## src/rtl/i2c_master_engine_if.sv

```systemverilog
// Host-side command/status bundle for i2c_master_engine.
// master = command issuer (host), slave = the engine itself.
interface i2c_master_engine_if #(
  parameter int unsigned CTR_W  = 16,
  parameter int unsigned DATA_W = 8
);
  logic [2:0]        cmd;
  logic              wr_i2c;
  logic [DATA_W-1:0] din;
  logic [CTR_W-1:0]  dvsr;
  logic              ready;
  logic              done_tick;
  logic              ack;
  logic [DATA_W-1:0] dout;

  modport master (
    output cmd, wr_i2c, din, dvsr,
    input  ready, done_tick, ack, dout
  );

  modport slave (
    input  cmd, wr_i2c, din, dvsr,
    output ready, done_tick, ack, dout
  );
endinterface

```

## src/rtl/i2c_master_engine.sv

```systemverilog
// I2C master bit/byte engine: START/WRITE/READ/RESTART/STOP with a runtime quarter-period divider.
// Optional slave clock stretching is enabled by defining I2C_CLK_STRETCH_EN.
module i2c_master_engine #(
  parameter int unsigned CTR_W  = 16,
  parameter int unsigned DATA_W = 8
) (
  input  logic              clk,
  input  logic              reset,
  i2c_master_engine_if.slave host,
  input  logic              sda_in,
  input  logic              scl_in,
  output logic              sda_out,
  output logic              scl_out
);

  localparam int unsigned BIT_W = $clog2(DATA_W + 2);

  localparam logic [2:0] CMD_START   = 3'd0;
  localparam logic [2:0] CMD_WRITE   = 3'd1;
  localparam logic [2:0] CMD_READ    = 3'd2;
  localparam logic [2:0] CMD_STOP    = 3'd3;
  localparam logic [2:0] CMD_RESTART = 3'd4;

  typedef enum logic [3:0] {
    S_IDLE, S_START1, S_START2, S_HOLD,
    S_DATA1, S_DATA2, S_DATA3, S_DATA4, S_DATA_END,
    S_RESTART, S_STOP1, S_STOP2
  } state_t;

  state_t           state_reg;
  state_t           timed_next;
  logic [CTR_W-1:0] ctr_reg;
  logic [BIT_W-1:0] bit_reg;
  logic [DATA_W:0]  tx_reg;
  logic [DATA_W:0]  rx_reg;
  logic             is_read_reg;
  logic             accept;
  logic             stall;
  logic             phase_end;
  logic             last_bit;
  logic             sda_c;
  logic             scl_c;

  assign accept    = host.wr_i2c & host.ready;
  assign last_bit  = (bit_reg == BIT_W'(DATA_W));
  assign phase_end = (ctr_reg == host.dvsr) && !stall;

`ifdef I2C_CLK_STRETCH_EN
  // A slave holding SCL low while we release it freezes the high phases.
  always_comb begin
    stall = 1'b0;
    if (scl_out && !scl_in) begin
      case (state_reg)
        S_DATA2, S_DATA3, S_STOP1, S_STOP2: stall = 1'b1;
        default: stall = 1'b0;
      endcase
    end
  end
`else
  logic unused_scl_in;
  assign unused_scl_in = scl_in;
  assign stall         = 1'b0;
`endif

  // Successor of each quarter-period-timed state.
  always_comb begin
    timed_next = S_IDLE;
    case (state_reg)
      S_START1:  timed_next = S_START2;
      S_START2:  timed_next = S_HOLD;
      S_DATA1:   timed_next = S_DATA2;
      S_DATA2:   timed_next = S_DATA3;
      S_DATA3:   timed_next = S_DATA4;
      S_DATA4:   timed_next = last_bit ? S_DATA_END : S_DATA1;
      S_RESTART: timed_next = S_START1;
      S_STOP1:   timed_next = S_STOP2;
      S_STOP2:   timed_next = S_IDLE;
      default:   timed_next = S_IDLE;
    endcase
  end

  // Line levels for the current state; registered below so pads lag state by one cycle.
  always_comb begin
    sda_c = 1'b0;
    scl_c = 1'b0;
    case (state_reg)
      S_IDLE:                             begin sda_c = 1'b1;           scl_c = 1'b1; end
      S_START1:                           begin sda_c = 1'b0;           scl_c = 1'b1; end
      S_START2, S_HOLD, S_DATA_END:       begin sda_c = 1'b0;           scl_c = 1'b0; end
      S_DATA1, S_DATA4:                   begin sda_c = tx_reg[DATA_W]; scl_c = 1'b0; end
      S_DATA2, S_DATA3:                   begin sda_c = tx_reg[DATA_W]; scl_c = 1'b1; end
      S_RESTART:                          begin sda_c = 1'b1;           scl_c = 1'b0; end
      S_STOP1:                            begin sda_c = 1'b0;           scl_c = 1'b1; end
      S_STOP2:                            begin sda_c = 1'b1;           scl_c = 1'b1; end
      default:                            begin sda_c = 1'b1;           scl_c = 1'b1; end
    endcase
  end

  always_ff @(posedge clk or posedge reset) begin
    if (reset) begin
      state_reg      <= S_IDLE;
      ctr_reg        <= '0;
      bit_reg        <= '0;
      tx_reg         <= '1;
      rx_reg         <= '0;
      is_read_reg    <= 1'b0;
      sda_out        <= 1'b1;
      scl_out        <= 1'b1;
      host.ready     <= 1'b1;
      host.done_tick <= 1'b0;
      host.ack       <= 1'b1;
      host.dout      <= '0;
    end else begin
      host.done_tick <= 1'b0;
      sda_out        <= sda_c;
      scl_out        <= scl_c;
      case (state_reg)
        S_IDLE: begin
          if (accept && host.cmd == CMD_START) begin
            ctr_reg    <= '0;
            state_reg  <= S_START1;
            host.ready <= 1'b0;
          end else begin
            ctr_reg <= ctr_reg + CTR_W'(1);
          end
        end
        S_HOLD: begin
          if (accept) begin
            case (host.cmd)
              CMD_WRITE, CMD_READ: begin
                state_reg   <= S_DATA1;
                host.ready  <= 1'b0;
                bit_reg     <= '0;
                is_read_reg <= (host.cmd == CMD_READ);
                // READ releases SDA for the data bits and sends din[0] as the master ACK.
                tx_reg      <= (host.cmd == CMD_READ) ? {{DATA_W{1'b1}}, host.din[0]}
                                                      : {host.din, 1'b1};
              end
              CMD_RESTART: begin
                state_reg  <= S_RESTART;
                host.ready <= 1'b0;
              end
              CMD_STOP: begin
                state_reg  <= S_STOP1;
                host.ready <= 1'b0;
              end
              default: state_reg <= S_HOLD;
            endcase
            ctr_reg <= '0;
          end
        end
        S_DATA_END: begin
          state_reg  <= S_HOLD;
          host.ready <= 1'b1;
        end
        default: begin
          if (phase_end) begin
            ctr_reg   <= '0;
            state_reg <= timed_next;
            if (state_reg == S_DATA2) begin
              rx_reg <= {rx_reg[DATA_W-1:0], sda_in};
            end
            if (state_reg == S_DATA4) begin
              tx_reg  <= {tx_reg[DATA_W-1:0], 1'b1};
              bit_reg <= bit_reg + BIT_W'(1);
              if (last_bit) begin
                host.done_tick <= 1'b1;
                if (is_read_reg) begin
                  host.dout <= rx_reg[DATA_W:1];
                end else begin
                  host.ack <= rx_reg[0];
                end
              end
            end
            if (timed_next == S_HOLD || timed_next == S_IDLE) begin
              host.ready <= 1'b1;
            end
          end else if (!stall) begin
            ctr_reg <= ctr_reg + CTR_W'(1);
          end
        end
      endcase
    end
  end

endmodule

```

## src/flat_wrapper.sv

```systemverilog
// flat-port wrapper written by rule: the top's interface ports become plain ports
module i2c_master_engine_flat 
#(
  parameter int unsigned CTR_W  = 16,
  parameter int unsigned DATA_W = 8
)
  (clk, reset, sda_in, scl_in, sda_out, scl_out, host_cmd, host_wr_i2c, host_din, host_dvsr, host_ready, host_done_tick, host_ack, host_dout);
  i2c_master_engine_if #(.CTR_W(CTR_W), .DATA_W(DATA_W)) host_i ();
  input  logic clk;
  input  logic reset;
  input  logic sda_in;
  input  logic scl_in;
  output logic sda_out;
  output logic scl_out;
  input wire logic [$bits(host_i.cmd)-1:0] host_cmd;
  input wire logic [$bits(host_i.wr_i2c)-1:0] host_wr_i2c;
  input wire logic [$bits(host_i.din)-1:0] host_din;
  input wire logic [$bits(host_i.dvsr)-1:0] host_dvsr;
  output wire logic [$bits(host_i.ready)-1:0] host_ready;
  output wire logic [$bits(host_i.done_tick)-1:0] host_done_tick;
  output wire logic [$bits(host_i.ack)-1:0] host_ack;
  output wire logic [$bits(host_i.dout)-1:0] host_dout;
  assign host_i.cmd = host_cmd;
  assign host_i.wr_i2c = host_wr_i2c;
  assign host_i.din = host_din;
  assign host_i.dvsr = host_dvsr;
  assign host_ready = host_i.ready;
  assign host_done_tick = host_i.done_tick;
  assign host_ack = host_i.ack;
  assign host_dout = host_i.dout;
  i2c_master_engine #(.CTR_W(CTR_W), .DATA_W(DATA_W)) u_core (.clk(clk), .reset(reset), .host(host_i), .sda_in(sda_in), .scl_in(scl_in), .sda_out(sda_out), .scl_out(scl_out));
endmodule
```

## config.mk

```make
export PLATFORM = sky130hd
export DESIGN_NAME = i2c_master_engine_flat
export DESIGN_NICKNAME = d
export VERILOG_FILES = /design/src/rtl/i2c_master_engine_if.sv /design/src/rtl/i2c_master_engine.sv /design/src/flat_wrapper.sv
export SDC_FILE = /design/constraint.sdc
export NUM_CORES = 1
export LEC_CHECK = 0
export BUFFER_PORTS_ARGS = -buffer_cell sky130_fd_sc_hd__buf_4
export CAP_MARGIN = 5
export CORE_MARGIN = 4
export CORE_UTILIZATION = 42
export DETAILED_ROUTE_END_ITERATION = 10
export GPL_TIMING_DRIVEN = 0
export PLACE_DENSITY_LB_ADDON = 0.1
export SETUP_SLACK_MARGIN = 0.4
export SLEW_MARGIN = 5
export SYNTH_ARGS = -nofsm -noshare
export SYNTH_HDL_FRONTEND = slang
export SYNTH_SLANG_ARGS = --single-unit
```

## constraint.sdc

```tcl
create_clock -name clk -period 2.6 [get_ports clk]
set_input_delay 0.26 -clock clk [delete_from_list [all_inputs] [get_ports clk]]
set_output_delay 0.26 -clock clk [all_outputs]
set_load 0.005 [all_outputs]
```

Word level (Yosys, flattened, before mapping). Index checks and enable logic that the tools add are counted.

Memory bits (writable): 0. Bits in latches: 0. Register bits: 56. Memories kept: 0. Logic and storage cells: 98. Input port bits: 32. ROM bits: 0. Output and inout port bits: 13.

Order comparisons: 0. Div/mod/pow operators: 0. Mux-type cells: 34. Reductions and logical operators: 24. Add/subtract/negate cells: 2. Bitwise logic cells: 5. Shifts and indexed selects: 0. $mul: 0. Equal/unequal tests: 21.

Operators with widths (number): $mux 16 (3); $pmux 16 s3 (1); $mux 9 (5); $mux 4 (8); $pmux 4 s8 (1); $pmux 4 s3 (2); $reduce_and 5->1 (4); $pmux 9 s2 (1); $add 16x1->16 const B (1); $eq 16x16->1 (1); $eq 4x3->1 const B (4); $eq 4x4->1 const B (4); $eq 4x2->1 const B (3); $mux 1 (10); $reduce_and 3->1 (3); $logic_not 4->1 (2); $pmux 4 s2 (1); $reduce_bool 4->1 (2); $reduce_or 4->1 (2); $eq 3x2->1 const B (2); $reduce_or 6->1 (1); $reduce_or 5->1 (1); $add 4x1->4 const B (1); $eq 4x1->1 const B (1); 15 further kinds (22).

Longest topological paths before layout.
Word-level depth: 8. Gate-level depth with buffers: 7. Mapped depth without buffers: 6.

Least setup slack after synthesis. OpenSTA, ideal clock, no wires.

Path kind: reg-to-reg. From: reg u_core.ctr_reg[6]. To: reg u_core.tx_reg[1]. Required time: 2515 ps. Slack: 720 ps. Cell stages (with the launch flop): 7. Arrival time: 1795 ps. Clock period less this slack: 1880 ps. Cell sequence: dfrtp_1 > xor2_1 > nor4_2 > nand4_2 > o21ai_2 > buf_4 > mux2_1.

Word-level cells in the longest chain between the ends: 3.

RTL lines: start, declared (RTL line i2c_master_engine.sv:32) `logic [CTR_W-1:0] ctr_reg;`; start signal, assigned (RTL line i2c_master_engine.sv:124) `ctr_reg <= ctr_reg + CTR_W'(1);`; start signal, assigned (RTL line i2c_master_engine.sv:179) `ctr_reg <= ctr_reg + CTR_W'(1);`; $eq 16x16->1 (RTL line i2c_master_engine.sv:46) `assign phase_end = (ctr_reg == host.dvsr) && !stall;`; $reduce_bool 2->1 (no line); $reduce_and 5->1 (no line); end signal, assigned (RTL line i2c_master_engine.sv:136) `tx_reg <= (host.cmd == CMD_READ) ? {{DATA_W{1'b1}}, host.din[0]}`; end signal, assigned (RTL line i2c_master_engine.sv:164) `tx_reg <= {tx_reg[DATA_W-1:0], 1'b1};`; end, declared (RTL line i2c_master_engine.sv:34) `logic [DATA_W:0] tx_reg;`.

No other way between the ends. A chain may end at the register's enable or synchronous reset.

Final worst setup path.
From: reg u_core.ctr_reg[11]. To: reg u_core.tx_reg[4].

Same word-level chain as after synthesis.

==> qor_table.md <==
| Metric | Reported | Unit |
|:---|:---|:---|
| DRC | 0 | - |
| Most repeated cell in the gate-level netlist after synthesis | dfrtp_1 | - |
| Placeable core area | 0.007370 | mm2 |
| Top area cells in the synthesized netlist | dfrtp_1 (33%), dfstp_2 (11%), xor2_1 (6.8%) | - |
| Worst hold margin | 164.9 | ps |
| Finished layout cell area | 0.003851 | mm2 |
| Power Internal | 1.232 | mW |
| Fraction of synthesized cell area taken by the top area cell type | 33.41 | % |
| RD Place Congestion | 0.8688 | - |
| Max transition margin | 37.25 | % |
| Max-cap violations | 0 | - |
| Flip-flop and latch count after synthesis | 56 | - |
| Element type at the critical path start | flop | - |
| Leakage component of the power | 1.785 | nW |
| Length of the first detailed-routing pass in iterations | 4 | - |
| Wire length of the first global-routing pass | 12310 | um |
| Final Max Tran Viols | 0 | - |
| Post-synth EDFFs | 0 | - |
| Clock H-tree levels | 2 | - |
| WL/cell | 15.57 | um |
| Number of top-level pins | 45 | - |
| Final setup violation count | 0 | - |
| Required time reported for the critical path endpoint | 2850 | ps |
| Iter 0 DRT Violations | 116 | - |
| Fin crit share | 80.12 | % |
| Starting density of the core | 43.70 | % |
| Via density per instance | 5.391 | - |
| Area enclosed by the die boundary | 0.009133 | mm2 |
| Yosys warning total | 0 | - |
| Part of the total power dissipated in combinational logic | 14.3 | % |
| Synth Net Count | 345 | - |
| Standard cell area after detailed placement | 0.003680 | mm2 |
| Total number of nets in the final design | 401 | - |
| Floorplan die height | 95.57 | um |
| Async SR Flop Fraction | 100.0 | % |
| Average size of a mapped cell | 10.39 | um2 |
| Total net switching power | 0.5176 | mW |
| Cell accounting for the most synthesized area | dfrtp_1 | - |
| Launch instance of the worst register-to-register path | u_core.ctr_reg[11] | - |
| Worst min-delay path class | in -> reg | - |
| Routed Antenna Nets | 0 | - |
| Clock edge transition at the registers on the reported setup and hold paths | 120 | ps |
| Max Freq | 480.1 | MHz |
| Count of different cell masters after synthesis | 60 | - |
| Layout filler cell count | 700 | - |
| Root buffer cell | clkbuf_8 | - |
| Maximum fanout count along the critical path | 10 | - |
| Post-layout min period | 2083 | ps |
| Number of buffers inserted during clock tree synthesis | 5 | - |
| Fraction of final layout cells sized beyond drive strength 1 | 30.25 | % |
| Clock latency on the worst-skew pair | 320 | ps |
| TritonCTS clock tree | built | - |
| Max reg flops | 16 | - |
| Antenna diode count | 0 | - |
| Chip width | 95.57 | um |
| Vias in the first global route | 2459 | - |
| TNS Setup | 0 | ps |
| Initial antenna violation count | 0 | - |
| Crit. Startpoint | u_core.ctr_reg[11] | - |
| Post-route total power | 1.749 | mW |
| Seq pwr share | 55.4 | % |
| Setup repair after global routing missed its margin | false | - |
| Row cnt | 31 | - |
| HP Start | sda_in | - |
| Total vias in the final route | 2512 | - |
| Post-DP HPWL | 5245 | um |
| Category of the most critical setup path | reg -> reg | - |
| Gate count after technology mapping | 310 | - |
| Arrival time at the worst endpoint | 2330 | ps |
| Fraction of power spent switching nets | 29.59 | % |
| Total wirelength of the detailed-routed design | 7257 | um |
| Top post-synthesis cells by count | dfrtp_1 (43), nand2_1 (31), xor2_1 (25), nor2_1 (23), o21ai_0 (22) | - |
| Kind of end point of the critical path | flop | - |
| Non-filler cells, final | 466 | - |
| Worst clock skew on the final layout | 13.37 | ps |
| Final hold viol count | 0 | - |
| Top_reg_cell synth | dfrtp_1 | - |
| Maximum number of pins on one net before global-route repair | 39 | - |
| Transition at the pin with the smallest max-transition slack | 939.2 | ps |
| Area grow syn2layout | 19.58 | % |
| Overflow left after global routing | 0 | - |
| Sequential cell area fraction in the yosys report | 44.02 | % |
| Maximum buffer depth of the clock tree | 2 | - |
| Global-route usage over all layers | 17.00 | % |
| Input/output buffers | 42 | - |
| Number of cells in the design after placement | 452 | - |
| Result of the run | complete, no violations | - |
| Fraction of power consumed by the clock network | 30.3 | % |
| Maximum ir drop on the vdd rail | 0.2433 | mV |
| Post-Synthesis Cell Area | 0.003221 | mm2 |
| Power per unit of standard cell area | 454.2 | mW/mm2 |
| Clock net sink count | 56 | - |
[through the flow]
| stage | worst slack [ps] | utilization, % |
|---|---|---|
| global placement | 187.9 | 49.66 |
| floorplan | 720.1 | - |
| global route | 380.6 | 52.26 |
| detailed placement | 364.1 | 49.93 |
| CTS | 429.4 | 51.80 |
| finish | 516.9 | 52.26 |
[critical path: stages (launching register included)]
cell     delay, ps
dfrtp_1        460
xor2_1         170
nor4_2         270
buf_4          170
nand4_4        160
o21ai_2        220
buf_4          220
mux2_1         340
[routing by layer]
layer | share of wire, % | wire (um) | track usage (%)
met4 | 0.95 | 69 | 3.673
met1 | 49 | 3541 | 25.07
met2 | 46 | 3352 | 26.23
met3 | 4.1 | 294 | 2.684
met5 | 0 | 0 | 0
[placed cells by master, fill, tap and decap left out, types with 3 or more instances in the layout]
cell type	Yosys	routed
mux2_1	13	13
ha_1	3	3
a21oi_1	12	12
buf_2	3	3
inv_1	9	8
and2_1	4	4
nand3_1	4	4
nor3_1	4	4
buf_6	3	3
nand2_1	31	31
clkbuf_1	6	5
dfstp_2	13	13
o211ai_1	4	4
mux2_2	15	15
o2111ai_1	8	8
nor2_1	23	23
dfrtp_1	43	43
nand3b_1	4	4
o21ai_0	22	22
xor2_1	25	25
and3b_1	3	3
or3_1	4	4
and3_1	4	4
clkbuf_8	0	5
buf_4	3	50
[cell families (layout without fill, tap and decap cells)]
logic type	after synthesis	after routing	share of synthesized area, %
flip-flops	56	56	44.02
XOR/XNOR	27	27	7.343
buffers and inverters	24	81	3.962
multiplexers	30	30	10.41
AO/OA/AOI/OAI	70	70	15.27
adder cells (fa/ha/maj)	3	3	1.166
AND/OR/NAND/NOR	100	100	17.83
[power by group through the flow]
stage               clock (mW)  combinational, mW  sequential [mW]
CTS                      0.547              0.243            0.969
global route             0.584              0.275            0.976
global placement             0              0.227            0.984
finish                   0.530              0.250            0.970
detailed placement           0              0.235            0.985
floorplan                    0              0.156            0.971
[layout make-up]
class	instances	area [um2]	area share (%)
inverter	9	33.78	0.8772
multi-input combinational	230	1700	44.15
timing repair buffer	49	382.9	9.942
tap	99	123.9	3.216
clock inverter	3	28.78	0.7472
buffer	15	95.09	2.469
clock buffer	5	68.82	1.787
sequential	56	1418	36.81
[path summary, 6_finish.rpt]
path	end	slack, ps	cells after the start
worst max register to register	u_core.tx_reg[4]	520	7
worst min register to register	u_core.host.dout[7]	500	1
worst max-delay path	u_core.tx_reg[4]	520	7
worst min-delay path	u_core.rx_reg[0]	160	2
max in group asynchronous	u_core.tx_reg[2]	1490	4
min in group asynchronous	u_core.rx_reg[4]	480	3
[what timing repair did]
item / CTS / global route
resized for setup: 0 / 5
cloned: 0 / 0
pin swaps: 3 / 1
hold buffers: 1 / 0
setup buffers: 4 / 1
endpoints found under the hold margin: 18 / 0
endpoints found under the setup margin: 16 / 17
Note: power is estimated with default switching activity, not from simulation.
